## config.mk

```make
export PLATFORM = sky130hd
export DESIGN_NAME = uart_tx_feeder_flat
export DESIGN_NICKNAME = d
export VERILOG_FILES = /design/src/rtl/uart_tx_feeder_if.sv /design/src/rtl/uart_tx_feeder.sv /design/src/flat_wrapper.sv
export SDC_FILE = /design/constraint.sdc
export NUM_CORES = 1
export LEC_CHECK = 0
export ABC_AREA = 1
export ABC_CLOCK_PERIOD_IN_PS = 4700
export CAP_MARGIN = 5
export CORE_MARGIN = 2
export CORE_UTILIZATION = 60
export CTS_BUF_LIST = sky130_fd_sc_hd__clkbuf_16
export CTS_CLUSTER_SIZE = 28
export DETAILED_ROUTE_END_ITERATION = 10
export GPL_TIMING_DRIVEN = 0
export PLACE_DENSITY = 0.77
export RECOVER_POWER = 50
export SKIP_CTS_REPAIR_TIMING = 1
export SYNTH_ARGS = -nofsm -noshare
export SYNTH_HDL_FRONTEND = slang
export SYNTH_SLANG_ARGS = --single-unit
```

## constraint.sdc

```tcl
create_clock -name clk -period 4.7 [get_ports clk]
set_clock_uncertainty 0.2 [all_clocks]
set_input_delay 0.705 -clock clk [delete_from_list [all_inputs] [get_ports clk]]
set_output_delay 0.705 -clock clk [all_outputs]
set_load 0.02 [all_outputs]
```

## src/rtl/uart_tx_feeder_if.sv

```systemverilog
// Write-side FIFO bus and UART transmitter handshake for uart_tx_feeder.
// The slave modport is the feeder; the master modport is whatever drives it.
interface uart_tx_feeder_if #(
    parameter int DEPTH_LOG2 = 4
);
    logic                wr_en;
    logic [7:0]          wr_data;
    logic                full;
    logic                empty;
    logic [DEPTH_LOG2:0] level;
    logic                overflow;
    logic                clr_ovf;
    logic                tx_busy;
    logic [7:0]          tx_data;
    logic                tx_pluse;
    logic                idle;

    modport slave (
        input  wr_en, wr_data, clr_ovf, tx_busy,
        output full, empty, level, overflow, tx_data, tx_pluse, idle
    );

    modport master (
        output wr_en, wr_data, clr_ovf, tx_busy,
        input  full, empty, level, overflow, tx_data, tx_pluse, idle
    );
endinterface

```

## src/rtl/uart_tx_feeder.sv

```systemverilog
// Byte FIFO that drains one byte at a time into a UART transmitter, with a
// start-request handshake, an acknowledge timeout with retry, and a guard gap.
module uart_tx_feeder #(
    parameter int DEPTH_LOG2  = 4,
    parameter int ACK_TIMEOUT = 8
) (
    input  logic            clk,
    input  logic            rst_n,
    uart_tx_feeder_if.slave bus
);
    localparam int DEPTH = 1 << DEPTH_LOG2;
    localparam int LVL_W = DEPTH_LOG2 + 1;
    localparam int CNT_W = $clog2(ACK_TIMEOUT + 1);
    localparam logic [LVL_W-1:0] LVL_FULL = LVL_W'(DEPTH);
    localparam logic [CNT_W-1:0] CNT_LAST = CNT_W'(ACK_TIMEOUT - 1);

    typedef enum logic [2:0] {
        S_IDLE,
        S_LOAD,
        S_START,
        S_RETRY,
        S_WAIT_DONE,
        S_GAP
    } state_t;

    state_t                state;
    state_t                state_next;
    logic [7:0]            mem [DEPTH];
    logic [DEPTH_LOG2-1:0] rd_ptr;
    logic [DEPTH_LOG2-1:0] wr_ptr;
    logic [LVL_W-1:0]      level;
    logic                  overflow;
    logic [CNT_W-1:0]      ack_cnt;
    logic [7:0]            tx_data;
    logic                  tx_pluse;
    logic                  full;
    logic                  empty;
    logic                  pop;
    logic                  push;
    logic                  drop;

    assign full  = (level == LVL_FULL);
    assign empty = (level == '0);
    assign pop   = (state == S_LOAD) && !empty;
    // A write into a full FIFO still fits when the head leaves on the same edge.
    assign push  = bus.wr_en && (!full || pop);
    assign drop  = bus.wr_en && full && !pop;

    always_ff @(posedge clk) begin
        if (push) begin
            mem[wr_ptr] <= bus.wr_data;
        end
    end

    always_ff @(posedge clk or negedge rst_n) begin
        if (!rst_n) begin
            rd_ptr   <= '0;
            wr_ptr   <= '0;
            level    <= '0;
            overflow <= 1'b0;
        end else begin
            if (push) begin
                wr_ptr <= wr_ptr + 1'b1;
            end
            if (pop) begin
                rd_ptr <= rd_ptr + 1'b1;
            end
            case ({push, pop})
                2'b10:   level <= level + 1'b1;
                2'b01:   level <= level - 1'b1;
                default: level <= level;
            endcase
            if (drop) begin
                overflow <= 1'b1;
            end else if (bus.clr_ovf) begin
                overflow <= 1'b0;
            end
        end
    end

    always_comb begin
        state_next = state;
        case (state)
            S_IDLE: begin
                // tx_busy guard also covers a frame left running across a reset.
                if (!empty && !bus.tx_busy) begin
                    state_next = S_LOAD;
                end
            end
            S_LOAD: state_next = S_START;
            S_START: begin
                if (bus.tx_busy) begin
                    state_next = S_WAIT_DONE;
                end else if (ack_cnt == CNT_LAST) begin
                    state_next = S_RETRY;
                end
            end
            S_RETRY: state_next = S_START;
            S_WAIT_DONE: begin
                if (!bus.tx_busy) begin
                    state_next = S_GAP;
                end
            end
            S_GAP:   state_next = S_IDLE;
            default: state_next = S_IDLE;
        endcase
    end

    always_ff @(posedge clk or negedge rst_n) begin
        if (!rst_n) begin
            state    <= S_IDLE;
            ack_cnt  <= '0;
            tx_pluse <= 1'b0;
            tx_data  <= 8'h00;
        end else begin
            state    <= state_next;
            ack_cnt  <= (state == S_START) ? ack_cnt + 1'b1 : '0;
            tx_pluse <= (state_next == S_START);
            if (pop) begin
                tx_data <= mem[rd_ptr];
            end
        end
    end

    assign bus.full     = full;
    assign bus.empty    = empty;
    assign bus.level    = level;
    assign bus.overflow = overflow;
    assign bus.tx_data  = tx_data;
    assign bus.tx_pluse = tx_pluse;
    assign bus.idle     = empty && (state == S_IDLE) && !bus.tx_busy;
endmodule

```

## src/flat_wrapper.sv

```systemverilog
// flat-port wrapper written by rule: the top's interface ports become plain ports
module uart_tx_feeder_flat 
#(
    parameter int DEPTH_LOG2  = 4,
    parameter int ACK_TIMEOUT = 8
)
  (clk, rst_n, bus_wr_en, bus_wr_data, bus_clr_ovf, bus_tx_busy, bus_full, bus_empty, bus_level, bus_overflow, bus_tx_data, bus_tx_pluse, bus_idle);
  uart_tx_feeder_if #(.DEPTH_LOG2(DEPTH_LOG2)) bus_i ();
  input  logic clk;
  input  logic rst_n;
  input wire logic [$bits(bus_i.wr_en)-1:0] bus_wr_en;
  input wire logic [$bits(bus_i.wr_data)-1:0] bus_wr_data;
  input wire logic [$bits(bus_i.clr_ovf)-1:0] bus_clr_ovf;
  input wire logic [$bits(bus_i.tx_busy)-1:0] bus_tx_busy;
  output wire logic [$bits(bus_i.full)-1:0] bus_full;
  output wire logic [$bits(bus_i.empty)-1:0] bus_empty;
  output wire logic [$bits(bus_i.level)-1:0] bus_level;
  output wire logic [$bits(bus_i.overflow)-1:0] bus_overflow;
  output wire logic [$bits(bus_i.tx_data)-1:0] bus_tx_data;
  output wire logic [$bits(bus_i.tx_pluse)-1:0] bus_tx_pluse;
  output wire logic [$bits(bus_i.idle)-1:0] bus_idle;
  assign bus_i.wr_en = bus_wr_en;
  assign bus_i.wr_data = bus_wr_data;
  assign bus_i.clr_ovf = bus_clr_ovf;
  assign bus_i.tx_busy = bus_tx_busy;
  assign bus_full = bus_i.full;
  assign bus_empty = bus_i.empty;
  assign bus_level = bus_i.level;
  assign bus_overflow = bus_i.overflow;
  assign bus_tx_data = bus_i.tx_data;
  assign bus_tx_pluse = bus_i.tx_pluse;
  assign bus_idle = bus_i.idle;
  uart_tx_feeder #(.DEPTH_LOG2(DEPTH_LOG2), .ACK_TIMEOUT(ACK_TIMEOUT)) u_core (.clk(clk), .rst_n(rst_n), .bus(bus_i));
endmodule
```

==> results, run 1 <==
- The most used flip-flop cell after synthesis is sky130_fd_sc_hd__edfxtp_1.
- In the final timing run, aggregate negative setup slack is 0 ps.
- The via count of the first global-routing pass is 4562.
- The highest metal layer with signal wires is met4.
- The capturing instance or port of the critical path is bus_idle.
- The area growth from synthesis to layout is 14.9%.
- The combinational family with the most area after synthesis is simple AND/OR/NAND/NOR gates.
- Counting along the longest clock path gives a buffer depth of 2.
- Counting distinct cell types in the post-synthesis netlist gives 37.
- The routed design could run at a clock period as short as 3340 ps.
- The routed length on met1 is 5770 microns.
- Of the total synthesized cell area, the portion taken by full adders, half adders and majority gates is 0.0150.
- The number of antenna diodes is 0.
- Across every metal layer, demand over resource in global routing totals 0.281.
- The total count of max-transition violations in the final report was 0.
- The number of warnings reported in the yosys synthesis log is 0.
- For this configuration, the core starts out at a cell density of 0.614.
- The signal arrival time at the worst endpoint is roughly 2400 ps.
- The tightest hold path in the finished design has a slack of 271 ps.
- The later pin in the worst-skew pair is clocked with a latency of approximately 430 ps.
- Of the total power, the share spent switching nets is 0.373.
- Of the total power, combinational logic draws 0.357.
- The worst setup path category is flop to output pin.
- In this run the worst path has a maximum fanout of 6.
- The endpoint of the most critical register-to-register path is u_core.mem[12][6].
- The tightest min-delay check is of the flop to flop type.
- The proportion of synthesized area in mux cells is 0.
- Of the available clock period, the critical path in the final layout requires 0.711.
- The reg-to-reg critical path startpoint is u_core.bus.level[0].
- At the worst endpoint, the required time is between 3000 and 4000 ps.
- In this run the clock root is driven by a sky130_fd_sc_hd__clkbuf_16.
- The net load switching power is 0.00184 W.
- The initial detailed-routing violation count is between 600 and 700.
- The via count of the routed design is approximately 4500.
- The share of cells above drive strength 1 is 0.104.
- Setup repair after global routing left no endpoint under its margin.
- The wire length of the first global-routing pass is about 24000 microns.
- The layout has around 750 filler cells.
- The fraction of synthesis flops using an asynchronous set or reset pin is 0.190.
- The complex-gate fraction of the synthesized area is 0.111.
- Headroom to the max-slew limit came out at 0.355.
- The final global-route overflow total is 0.
- For this run, design rule violations remaining after detail routing come to 0.
- The detail route stage leaves a number of antenna-violating nets equal to 0.
- Of the total power, the clock network draws 0.264.
- The final setup violation count is 0.
- CTS built an H-tree with a depth of 4.
- The peak clock frequency supported by timing is about 0.30 GHz.
- Row generation in the floorplan step produced 38 rows.
- The final weighted congestion in routability-driven placement is 0.928.
- The number of nets in the synthesized netlist is 565.
- Of the total synthesized cell area, the portion taken by XOR and XNOR cells is 0.0116.
- The run finished with clean final reports.
- The post-synthesis sequential area ratio is 0.690.
- The synthesized design contains approximately 160 register bits.
- Clock-pin slew was measured on the worst setup and hold paths at about 60 ps.
- The count of input and output buffers is 30.
- The count of final hold-check violations was 0.
- The static power due to leakage is 2.76 nW.
- The max-capacitance violation count is 0.
- The maximum number of pins on one net before global-route repair is 17.
- The fraction of power consumed by sequential logic is 0.379.
- Wire segments on met3 add up to 1470 microns in the final route.
- The total power per unit cell area is roughly 640 nW/um^2.
- The synthesized design contains 128 enable-type register cells.
- The post-synthesis share of cell area spent on and, or, nand and nor gates is 0.127.
- The worst reg-to-reg path cell count is 8.
- The routed design has 15700 microns of wire.
- The internal portion of the total power is ~0.0031 W.
- The count of clock tree sinks is 158.
- The detailed-routed wire length on met2 is roughly 7900 microns.
- TritonCTS built the clock tree.
- The average wire length per cell after detail routing is about 21 microns.
- Across all register-to-register paths, the minimum setup slack is about 1600 ps.
- TritonCTS created 17 clock buffers.
- The floorplan step set the die width to ~110 microns.
- The half-perimeter wire length after placement is 10100 microns.
- The element type at the critical path end is an output pin.
- The vias per cell is approximately 6.
- The layout net count is slightly above 600.
- The count of TritonRoute iterations in the first routing pass is 6.
- The synthesized instance count is approximately 540.
- The floorplan die height is 109 microns.
- For the pin with the worst max-slew slack, the measured transition is 968 ps.
- The source of the critical timing path is u_core.bus.level[0].
- The I/O pin total is 31.
- The mean cell area of the mapped netlist is roughly 12 sq um.
- The initial antenna violation count came to 0.
- The maximum VDD drop is 0.369 mV.
- The area of the core region is 10800 sq um.
- The floorplan die area is 12000 sq um.
- The category of the worst setup path launch point is a flop.
- In this run the cell area of the synthesized design comes to 6660 sq um.
- The design draws just under 0.005 W.
power groups by stage:
stage	clock (W)	combinational [W]	sequential [W]
global route	0.00136	0.00191	0.00188
detailed placement	0	0.00175	0.00190
global placement	0	0.00168	0.00189
finish	0.00130	0.00176	0.00187
CTS	0.00131	0.00177	0.00187
floorplan	0	0.00109	0.00193
cell usage after synthesis, types with 2 or more instances:
master / number / area share
sky130_fd_sc_hd__o22ai_1: 9 / 0.0085
sky130_fd_sc_hd__nor2_2: 2 / 0.0019
sky130_fd_sc_hd__nand3_1: 13 / 0.0098
sky130_fd_sc_hd__clkbuf_1: 9 / 0.0051
sky130_fd_sc_hd__ha_1: 8 / 0.015
sky130_fd_sc_hd__o221ai_1: 6 / 0.0079
sky130_fd_sc_hd__xor2_1: 7 / 0.0092
sky130_fd_sc_hd__edfxtp_1: 128 / 0.58
sky130_fd_sc_hd__inv_1: 28 / 0.016
sky130_fd_sc_hd__o21ai_0: 63 / 0.047
sky130_fd_sc_hd__nand2_1: 32 / 0.018
sky130_fd_sc_hd__dfrtp_1: 30 / 0.11
sky130_fd_sc_hd__nor2_1: 115 / 0.065
sky130_fd_sc_hd__buf_4: 3 / 0.0034
sky130_fd_sc_hd__nand2_4: 5 / 0.0085
sky130_fd_sc_hd__nand3_2: 2 / 0.0030
sky130_fd_sc_hd__buf_2: 8 / 0.0060
sky130_fd_sc_hd__a21oi_1: 3 / 0.0023
sky130_fd_sc_hd__inv_2: 3 / 0.0017
sky130_fd_sc_hd__o21ai_1: 10 / 0.0075
sky130_fd_sc_hd__buf_6: 6 / 0.010
sky130_fd_sc_hd__nand4_1: 4 / 0.0038
sky130_fd_sc_hd__a31oi_1: 8 / 0.0075
sky130_fd_sc_hd__nand3_4: 2 / 0.0053
sky130_fd_sc_hd__nand2_2: 3 / 0.0028
sky130_fd_sc_hd__o211ai_1: 26 / 0.029
layout by cell type, fill, tap and decap left out, types with 7 or more instances in the layout:
master,count
sky130_fd_sc_hd__edfxtp_1,128
sky130_fd_sc_hd__nor2_1,116
sky130_fd_sc_hd__o21ai_0,63
sky130_fd_sc_hd__nand2_1,34
sky130_fd_sc_hd__inv_1,30
sky130_fd_sc_hd__dfrtp_1,30
sky130_fd_sc_hd__o211ai_1,26
sky130_fd_sc_hd__clkdlybuf4s50_1,20
sky130_fd_sc_hd__clkbuf_16,17
sky130_fd_sc_hd__nand3_1,14
sky130_fd_sc_hd__clkbuf_1,11
sky130_fd_sc_hd__o21ai_1,10
sky130_fd_sc_hd__dlygate4sd3_1,10
sky130_fd_sc_hd__o22ai_1,9
sky130_fd_sc_hd__buf_2,8
sky130_fd_sc_hd__a31oi_1,8
sky130_fd_sc_hd__ha_1,8
sky130_fd_sc_hd__xor2_1,7
cell families after synthesis:
kind of cell / after synthesis
AOI/OAI and AO/OA: 126
xor gates and xnor gates: 8
adders and majority gates: 8
buffers and inverters: 60
DFF: 158
and+or+nand+nor: 184
per-stage QoR:
step,std cells,util,instance area (sq um),setup WS [ps]
global route,747,0.706,7650,1160
global placement,714,0.658,7130,1760
CTS,747,0.712,7720,1520
finish,747,0.706,7650,1360
detailed placement,715,0.661,7160,1740
floorplan,544,-,6660,2200
sequential cells by signal, summed over array words and instances (netlist names):
signal	cells
u_core.mem	128
u_core.bus.tx_data	8
u_core.bus.level	5
u_core.ack_cnt	4
u_core.rd_ptr	4
u_core.wr_ptr	4
u_core.state	3
u_core.bus.overflow	1
u_core.bus.tx_pluse	1
metal layers:
metal | global-route usage | up-vias
met5 | 0 | -
met2 | 0.473 | 221
li1 | - | 2052
met1 | 0.336 | 2139
met4 | 0.138 | 0
met3 | 0.0777 | 42
cell type report:
class | count | area (sq um) | area share
repair buffers | 31 | 304 | 0.0397
clock buffers | 17 | 425 | 0.0556
multi-input cells | 326 | 1730 | 0.227
clock inverters | 15 | 133 | 0.0173
plain buffers | 27 | 160 | 0.0209
inverters | 33 | 125 | 0.0164
flip-flops and latches | 158 | 4590 | 0.601
well taps | 140 | 175 | 0.0229
worst max-delay path: stages (launching register included):
cell                              delay, ps
sky130_fd_sc_hd__dfrtp_1                450
sky130_fd_sc_hd__nor2_1                 180
sky130_fd_sc_hd__nand3_1                290
sky130_fd_sc_hd__nor2_1                 180
sky130_fd_sc_hd__inv_1                   80
sky130_fd_sc_hd__nor4_1                 180
sky130_fd_sc_hd__clkdlybuf4s50_1        650
worst min-delay path by stage:
| stage | cells past startpoint | slack, ps | end | from |
|---|---|---|---|---|
| after floorplan | 0 | 210 | u_core.ack_cnt[0] | rst_n |
| after global placement | 1 | 240 | u_core.ack_cnt[0] | u_core.ack_cnt[0] |
| after detailed placement | 1 | 270 | u_core.ack_cnt[0] | u_core.ack_cnt[0] |
| after CTS | 1 | 280 | u_core.ack_cnt[0] | u_core.ack_cnt[0] |
| after global routing | 1 | 300 | u_core.ack_cnt[0] | u_core.ack_cnt[0] |
| final | 1 | 270 | u_core.ack_cnt[0] | u_core.ack_cnt[0] |
(Power assumes the default switching activity.)
==> run 2, diff against run 1 <==
--- a/config.mk
+++ b/config.mk
@@ -6,15 +6,15 @@
 export NUM_CORES = 1
 export LEC_CHECK = 0
 export ABC_AREA = 1
-export ABC_CLOCK_PERIOD_IN_PS = 4700
+export ABC_CLOCK_PERIOD_IN_PS = 3000
 export CAP_MARGIN = 5
 export CORE_MARGIN = 2
-export CORE_UTILIZATION = 60
+export CORE_UTILIZATION = 54
 export CTS_BUF_LIST = sky130_fd_sc_hd__clkbuf_16
 export CTS_CLUSTER_SIZE = 28
 export DETAILED_ROUTE_END_ITERATION = 10
 export GPL_TIMING_DRIVEN = 0
-export PLACE_DENSITY = 0.77
+export PLACE_DENSITY = 0.73
 export RECOVER_POWER = 50
 export SKIP_CTS_REPAIR_TIMING = 1
 export SYNTH_ARGS = -nofsm -noshare
==> constraint.sdc (replaced) <==
create_clock -name clk -period 3 [get_ports clk]
set_clock_uncertainty 0.2 [all_clocks]
set_input_delay 0.45 -clock clk [delete_from_list [all_inputs] [get_ports clk]]
set_output_delay 0.45 -clock clk [all_outputs]
set_load 0.02 [all_outputs]
==> results, run 2 (synthesis gave the netlist of run 1 again) <==
- The overall power after layout is 0.00759 W (+54%).
- The count of TritonRoute iterations in the first routing pass came to 5 (-1).
- The net load switching power is 0.00283 W (+54%).
- The signal arrival time at the worst endpoint is 2020 ps (-420 ps).
- The top register by number of flip-flops is u_core.mem.
- The wire length of the first global-routing pass is 23700 microns (+0.70%).
- The slew of the pin with the lowest slew margin is 1170 ps (+203 ps).
- The final routed DRC violation total is 0 (unchanged).
- The buffer cell driving the clock tree root is sky130_fd_sc_hd__clkbuf_16.
- The register area is 4590 sq um (unchanged).
- The multi-input gate area in the final layout came to 1750 sq um (+1.2%).
- The worst setup path is captured at an output pin.
- The time the worst path needs with I/O delays and setup is about 2700 ps.
- The floorplan die height is 115 microns (+5.2%).
- The worst setup path category is flop to output pin.
- Leaving out fill and tap cells, the most frequent cell in the layout is sky130_fd_sc_hd__edfxtp_1.
- Setup repair after global routing left no endpoint under its margin.
- The library cells used most frequently in the layout, excluding fill and tap cells, are 128 x sky130_fd_sc_hd__edfxtp_1, 116 x sky130_fd_sc_hd__nor2_1, 63 x sky130_fd_sc_hd__o21ai_0.
- The largest fanout of any net on the critical path is 5 (-1).
- The starting density of the core is 0.554 (-0.0599).
- TritonCTS built the clock tree.
- The instance area after placement is 7170 sq um (+0.12%).
- The maximum number of buffers from clock root to sink is 2 (unchanged).
- The tightest min-delay check is of the primary input to async pin type.
- The category of the worst setup path launch point is a flop.
- The floorplan die area was 13200 sq um (+11%).
- The data required time of the worst path is 2350 ps (-1450 ps).
- The number of rows created at floorplan is 40 (+5.3%).
- The I/O pin total is 31 (unchanged).
- The flip-flop count of the largest register, all copies and words added is 128 (unchanged).
- The overall routing resource usage is 0.249 (-0.0323).
- The initial antenna violation count is 0 (unchanged).
- The half-perimeter wire length after placement is 10100 microns (+0.79%).
- The CTS clock-pin slew for the worst setup and hold paths was 60 ps (about the same).
- The largest registers in the layout are u_core.mem x128, u_core.bus.tx_data x8, u_core.bus.level x5.
- The accumulated negative setup slack is 0 ps (unchanged).
- The count of final hold-check violations is 0 (unchanged).
- The TritonCTS buffer count is 17 (unchanged).
- The combinational power share is 0.367 (+0.010).
- The maximum number of pins on one net before global-route repair is 20 (+3).
- The clock network fraction of total power is 0.248 (-0.016).
- The via count of the first global-routing pass is 4460 (-2.2%).
- The share of cells above drive strength 1 is 0.100 (-0.00329).
- The maximum level of the CTS H-tree is 4 (unchanged).
- The count of clock tree sinks is 158 (unchanged).
- The total count of max-transition violations in the final report is 0 (unchanged).
- The area added between synthesis and finish is 14.9% (about the same).
- The fraction of power consumed by sequential logic is 0.384 (+0.005).
- The x dimension of the die came to 115 microns (+5.2%).
- The max-capacitance violation count is 0 (unchanged).
- The cell-internal power was 0.00476 W (+54%).
- The final weighted congestion in routability-driven placement came to 0.936 (+0.79%).
- The initial detailed-routing violation count is 604 (-4.1%).
- The run finished with clean final reports.
- The filler cell count in the final layout is 908 (+21%).
- The vias per cell is 5.98 (+0.34%).
- The via count of the routed design is 4511 (+1.3%).
- The post-detailed-route count of antenna-violating nets is 0 (unchanged).
- The net switching share of the total power is 0.373 (about the same).
- The cell count after placement is 722 (+0.98%).
- The insertion delay to the later sink of the worst-skew pair was 420 ps (about the same).
- The static power due to leakage came to 2.78 nW (+0.74%).
- The utilization of the core after routing is 0.637 (-0.0689).
- The final non-filler cell total is 754 (+0.94%).
- The maximum VDD drop is 0.492 mV (+33%).
- The peak clock frequency supported by timing is between 0.3 and 0.4 GHz.
- The layout net count was 615 (unchanged).
- The number of antenna diodes is 0 (unchanged).
- The worst max-slew margin expressed relative to the limit is 0.219 (-0.136).
- Dividing the final minimum period by the clock period gives 0.891.
- The final global-route overflow total came to 0 (unchanged).
- The count of input and output buffers is 30 (unchanged).
- The cell area after layout is 7650 sq um (about the same).
- The total length of routed wires was 15400 microns (-1.7%).
- The area of the core region is 12000 sq um (+11%).
- The final setup violation count came to 0 (unchanged).
- The average wire length per cell after detail routing came to 20.4 microns (-2.6%).
- The total power per unit cell area is 993 nW/um^2 (+54%).
## run 2: power by group through the flow
stage	combinational, W	sequential, W	clock (W)
floorplan	0.00170	0.00303	0
global placement	0.00268	0.00295	0
detailed placement	0.00276	0.00297	0
CTS	0.00277	0.00293	0.00190
global route	0.00303	0.00295	0.00200
finish	0.00279	0.00292	0.00189
## run 2: metrics by stage
stage | hold WS, ps | worst slack [ps]
detailed placement | 272 | 385
global placement | 244 | 444
floorplan | -45.6 | 756
global route | 294 | 202
CTS | 247 | 98.7
finish | 254 | 328
## run 2: metal layers
metal | routed length (microns) | vias up | track usage
met4 | 491 | 0 | 0.114
li1 | - | 2049 | -
met3 | 1400 | 38 | 0.0532
met5 | 0 | - | 0
met2 | 7470 | 240 | 0.406
met1 | 6030 | 2184 | 0.324
## run 2: worst max-delay path, cell delays in order (launching register included)
cell	delay, ps
sky130_fd_sc_hd__dfrtp_1	450
sky130_fd_sc_hd__nor2_1	250
sky130_fd_sc_hd__nand2_1	100
sky130_fd_sc_hd__nor2_2	160
sky130_fd_sc_hd__clkdlybuf4s50_1	640
## run 2: final cells by class
| type | count | area share |
|---|---|---|
| Buffer | 27 | 0.0219 |
| Clock buffer | 17 | 0.0556 |
| Clock inverter | 15 | 0.0116 |
| Inverter | 33 | 0.0168 |
| Multi-Input combinational cell | 326 | 0.229 |
| Sequential cell | 158 | 0.601 |
| Tap cell | 147 | 0.0240 |
| Timing Repair Buffer | 31 | 0.0401 |
## run 2: path summary, 6_finish.rpt
path / from / endpoint / slack [ps] / cells after the start
hold / removal: rst_n / u_core.bus.tx_pluse / 250 / 1
setup reg to reg: u_core.state[1] / u_core.mem[8][1] / 340 / 9
hold reg to reg: u_core.ack_cnt[0] / u_core.ack_cnt[0] / 270 / 1
setup / recovery: u_core.bus.level[0] / bus_full / 330 / 4
min in group clk: u_core.ack_cnt[0] / u_core.ack_cnt[0] / 270 / 1
max in group asynchronous: rst_n / u_core.rd_ptr[2] / 890 / 2
